## config.mk

```make
export PLATFORM = sky130hd
export DESIGN_NAME = fn_seq_4
export DESIGN_NICKNAME = d
export VERILOG_FILES = /design/src/rtl/fn_seq_4.sv
export SDC_FILE = /design/constraint.sdc
export NUM_CORES = 1
export LEC_CHECK = 0
export BUFFER_PORTS_ARGS = -buffer_cell sky130_fd_sc_hd__buf_2
export CORE_MARGIN = 2
export CORE_UTILIZATION = 49
export DETAILED_ROUTE_END_ITERATION = 7
export MAX_ROUTING_LAYER = met4
export PLACE_DENSITY = 0.87
export SETUP_SLACK_MARGIN = 0.3
export SLEW_MARGIN = 30
export SYNTH_ARGS = -nofsm -noshare
export SYNTH_HDL_FRONTEND = slang
export SYNTH_SLANG_ARGS = --single-unit
```

## constraint.sdc

```tcl
create_clock -name clk -period 1.65 [get_ports clk]
set_input_delay 0.33 -clock clk [delete_from_list [all_inputs] [get_ports clk]]
set_output_delay 0.33 -clock clk [all_outputs]
set_load 0.05 [all_outputs]
```

## src/rtl/fn_seq_4.sv

```systemverilog
// Bit-serial bitwise logic sequencer: streams operands LSB first to an external
// combinational logic stage and reassembles the returned bits into a result word.
module fn_seq_4 #(
    parameter int WIDTH = 4
) (
    input  logic             clk,
    input  logic             rst_n,
    input  logic             in_valid,
    output logic             in_ready,
    input  logic [WIDTH-1:0] op_a,
    input  logic [WIDTH-1:0] op_b,
    input  logic [1:0]       op_sel,
    output logic             a,
    output logic             b,
    output logic [1:0]       sel,
    input  logic             y,
    output logic [WIDTH-1:0] res,
    output logic             res_valid,
    input  logic             res_ready
);

    localparam int CW = $clog2(WIDTH) + 1;

    localparam logic [1:0] IDLE = 2'd0;
    localparam logic [1:0] RUN  = 2'd1;
    localparam logic [1:0] DONE = 2'd2;

    localparam logic [CW-1:0] CNT_LAST = CW'(WIDTH - 1);

    logic [1:0]       state_r;
    logic [WIDTH-1:0] shift_a_r;
    logic [WIDTH-1:0] shift_b_r;
    logic [1:0]       op_reg_r;
    logic [CW-1:0]    cnt_r;
    logic [WIDTH-1:0] res_r;
    logic             run_s;

    // Sequencer state, operand shifters, bit counter and result assembly.
    always_ff @(posedge clk or negedge rst_n) begin
        if (!rst_n) begin
            state_r   <= IDLE;
            shift_a_r <= '0;
            shift_b_r <= '0;
            op_reg_r  <= 2'b00;
            cnt_r     <= '0;
            res_r     <= '0;
        end else begin
            case (state_r)
                IDLE: begin
                    if (in_valid) begin
                        shift_a_r <= op_a;
                        shift_b_r <= op_b;
                        op_reg_r  <= op_sel;
                        cnt_r     <= '0;
                        res_r     <= '0;
                        state_r   <= RUN;
                    end else begin
                        state_r   <= IDLE;
                    end
                end
                RUN: begin
                    // Returned bit enters at the MSB so the LSB-first stream lands in order.
                    res_r     <= {y, res_r[WIDTH-1:1]};
                    shift_a_r <= {1'b0, shift_a_r[WIDTH-1:1]};
                    shift_b_r <= {1'b0, shift_b_r[WIDTH-1:1]};
                    cnt_r     <= cnt_r + {{(CW-1){1'b0}}, 1'b1};
                    if (cnt_r == CNT_LAST) begin
                        state_r <= DONE;
                    end else begin
                        state_r <= RUN;
                    end
                end
                DONE: begin
                    if (res_ready) begin
                        state_r <= IDLE;
                    end else begin
                        state_r <= DONE;
                    end
                end
                default: begin
                    state_r <= IDLE;
                end
            endcase
        end
    end

    assign run_s     = (state_r == RUN);
    assign in_ready  = (state_r == IDLE);
    assign res_valid = (state_r == DONE);
    assign a         = run_s & shift_a_r[0];
    assign b         = run_s & shift_b_r[0];
    assign sel       = op_reg_r;
    assign res       = res_r;

endmodule

```

[After elaboration in Yosys (flattened, before gate mapping)]
Index checks and enable logic that the tools add are counted.
W data, S select, Z words.
Word-level totals
  register bits: 19
  input port bits: 15
  output and inout port bits: 10
  word-level logic and storage cells: 29
Operators by class
  add/subtract/negate cells: 1
  eq/ne operators: 4
  mux-type cells: 12
  bitwise logic cells: 2
  reduce and logical (&&, ||, !) cells: 4
Operators by type and width (count)
  $pmux W4 S2: 3
  $mux W4: 3
  $pmux W2 S3: 1
  $pmux W3 S2: 1
  $mux W2: 2
  $reduce_and A2 Y1: 2
  $add A3 B1 Y3 const B: 1
  $eq A3 B2 Y1 const B: 1
  $mux W3: 1
  $and A1 B1 Y1: 2
  $eq A2 B1 Y1 const B: 1
  $eq A2 B2 Y1 const B: 1
  $logic_not A2 Y1: 1
  $ne A2 B2 Y1 const B: 1
  $reduce_bool A2 Y1: 1
  $mux W1: 1

[Depth between registers and ports, before layout]
  word-level depth: 3
  depth in mapped cells: 4
  gate-level depth less buffers: 4

[Worst setup path after synthesis]
OpenSTA, ideal clock, no wires.
  path kind: register to output
  start: reg state_r[0]
  end: out res_valid
  data arrival time: 1341 ps
  required time: 1320 ps
  setup slack: -21 ps
  stages on the path, launching flop included: 3
  cells stage by stage: dfrtp_1 > buf_2 > nor2b_1
On the way
  longest elaborated chain between the ends: 1
Ends and longest elaborated chain
  start, declared: RTL line 30  | logic [1:0] state_r;
  start signal, assigned: RTL line 41  | state_r <= IDLE;
  start signal, assigned: RTL line 56  | state_r <= RUN;
  start signal, assigned: RTL line 58  | state_r <= IDLE;
  $eq A2 B2 Y1: RTL line 89  | assign res_valid = (state_r == DONE);
  end, declared: RTL line 18  | output logic res_valid,
No other way between the ends.

[Worst setup path in the final report]
  start: reg state_r[0]
  end: out b
On the way
  longest elaborated chain between the ends: 2
Ends and longest elaborated chain
  $eq A2 B1 Y1: RTL line 87  | assign run_s = (state_r == RUN);
  $and A1 B1 Y1: RTL line 91  | assign b = run_s & shift_b_r[0];
  end, declared: RTL line 14  | output logic b,
No other way between the ends.

==> reports/results.ini <==
[synthesis]
yosys-top-cells-count=dfrtp_1 (19), a22o_1 (6), o221a_2 (6), or4b_1 (6)
yosysMostFrequentCell=dfrtp_1
yosys.area.top_type=dfrtp_1
synthesis.area_um2=892
synth.top_cells.by_area=dfrtp_1 (53%), o221a_2 (7.6%), or4b_1 (6.7%)
synth.yosys.seq_area_share=0.533
syn_nets=86
synthArstFlopShare=1.00
synthCells=69
synth_edf_count=0
synthFlopType=dfrtp_1
synth_top_area_frac=0.533
syn-mean-instance-area_um2=12.9
ys_ff_latch=19
ys_types=23
yosys_warnings=0

[global_routing]
grt_pass1_vias=669
grt_start_max_net_pins=20
grt-ovfl-total=0
grt_usage=0.219
antenna_found_initial=0
grt_pass1_wl_um=3090

[placed_design]
dp_hpwl_um=1250
place_area_um2=1060
gp_congestion=0.745
portBuffers=24

[cts]
cts_buffers=3
clock-root-buffer=clkbuf_4
tritoncts=yes
clock_path_buffers=2
clock_latency_ns=0.29
clock_sinks=19
path_clk_slew_ns=0.11
htreeDepth=1

[drt]
routed_via_density=5.69
drc=0
firstDrtPassIters=4
ant_nets=0
wl_per_cell_um=15.7
drt-total-wl_um=1990
first_iter_violations=8
num_vias=722

[floorplan]
dieArea_um2=2180
die_w_um=46.7
die_y_um=46.7
rows=15
io_pins=25
core-area_um2=1730
start_util=0.517

[worst_setup_path]
crit_arrival_ns=1.29
max_stage_delay_ns=0.41
start_kind=flip-flop
crit_path_end_kind=primary output
critPathMaxFanout=3
crit_chain=buf_6 > and2b_1 > and2_4 > buf_8
crit_slowest_cell=dfrtp_1
path_class=reg2out
critPathRequiredTime_ns=1.32
rrSetupSlack_ns=0.17
cp_num_buf_inv=2
critical-path-top-delay-family=flip-flops

[pwr]
peakVddDrop_mv=1.25
cellLeakagePower_nw=0.595
powerDensity_nw_per_um2=2260
power_mw=2.79

[finish]
layout.nets=120
syn_to_final_growth_pct=38.3
n_fill_cell=123
antenna_cells=0
drive_gt1_frac=0.529
fin_area_um2=1230

[sta]
setup_violations=0
rsz0062_at_grt=true
fmax_mhz=617
fin_skew_ns=0.00790
drv_slew=0
fin_crit_sh=0.982
tightestPinTransition_ns=0.427
tns_ns=0
hold_viol_final=0
fin_crit_ns=1.62
relSlewSlack=0.715

[job]
drv_cap=0

[hold_path]
hp-class=in2reg

[status]
status=finished, final reports clean

area by class of cell:
cell class                 count  area [um2]  share of cell area
multi-input combinational     42         437               0.354
clock buffer                   4        26.3              0.0213
timing repair buffer          35         256               0.208
inverter                       2        7.51             0.00609
sequential                    19         475               0.385
tap                           25        31.3              0.0254
registers in the layout, summed over array words and instances, names as in the netlist:
name / flops
state_r: 2
shift_a_r: 4
sel: 2
shift_b_r: 4
res: 4
cnt_r: 3
power by group:
group	internal (mW)	leakage (nW)	total [mW]	switching, mW
sequential	0.684	0.235	0.824	0.139
combinational	0.799	0.345	1.74	0.938
clock	0.0941	0.0150	0.231	0.137
total	1.58	0.595	2.79	1.21
through the flow:
stage	util	hold slack (ns)	std cells	setup WS, ns
finish	0.714	0.258	127	0.0301
global route	0.714	0.251	127	-0.0318
CTS	0.685	0.259	126	0.0508
detailed placement	0.614	0.287	116	0.247
global placement	0.614	0.282	116	0.287
floorplan	-	0.0344	69	0.278
cell families (layout without fill, tap and decap cells):
kind of cell             count (synthesis)  in the layout  share of synthesized area
flip-flops                              19             19                      0.533
AND/OR/NAND/NOR                         19             19                      0.170
AO/OA/AOI/OAI                           18             18                      0.187
buffers and inverters                    8             41                     0.0463
multiplexers                             3              3                     0.0365
adder cells (fa/ha/maj)                  2              2                     0.0280
path summary, 6_finish.rpt:
kind	from	to	depth (start not counted)
max reg2reg	state_r[0]$_DFF_PN0_	shift_a_r[2]$_DFFE_PN0P_	5
min in group asynchronous	rst_n	sel[0]$_DFFE_PN0P_	2
max	state_r[0]$_DFF_PN0_	b	4
min reg2reg	cnt_r[0]$_DFFE_PN0P_	cnt_r[0]$_DFFE_PN0P_	1
min	op_sel[0]	sel[0]$_DFFE_PN0P_	2
max in group asynchronous	rst_n	shift_a_r[2]$_DFFE_PN0P_	2
cells in the final DEF (no fill, tap or decap), drive strengths merged:
cell          n
buf          34
dfrtp        19
a22o          6
or4b          6
o221a         6
clkbuf        4
nand2b        3
nor3b         3
inv           2
and2          2
nor4bb        2
a211o         2
mux2          2
ha            2
nor2b         1
and2b         1
nor2          1
a21oi         1
o21ba         1
mux2i         1
o21bai        1
o22ai         1
dlygate4sd3   1
routing by layer:
| metal | part of all wire | track usage | up-vias |
|---|---|---|---|
| met5 | 0 | - | - |
| met3 | 0.039 | 0.0510 | 6 |
| met4 | 0.016 | 0.111 | 0 |
| met2 | 0.51 | 0.325 | 21 |
| li1 | - | - | 330 |
| met1 | 0.43 | 0.277 | 365 |
repair_timing:
item                                    CTS  global route
gates resized for setup                  14             9
hold buffers                              1             0
pin swaps                                 5             2
endpoints found under the setup margin   12            19
buffers inserted                          5             1
hold endpoints to repair                 19             0
cloned                                    0             0
Note: power is estimated with default switching activity, not from simulation.
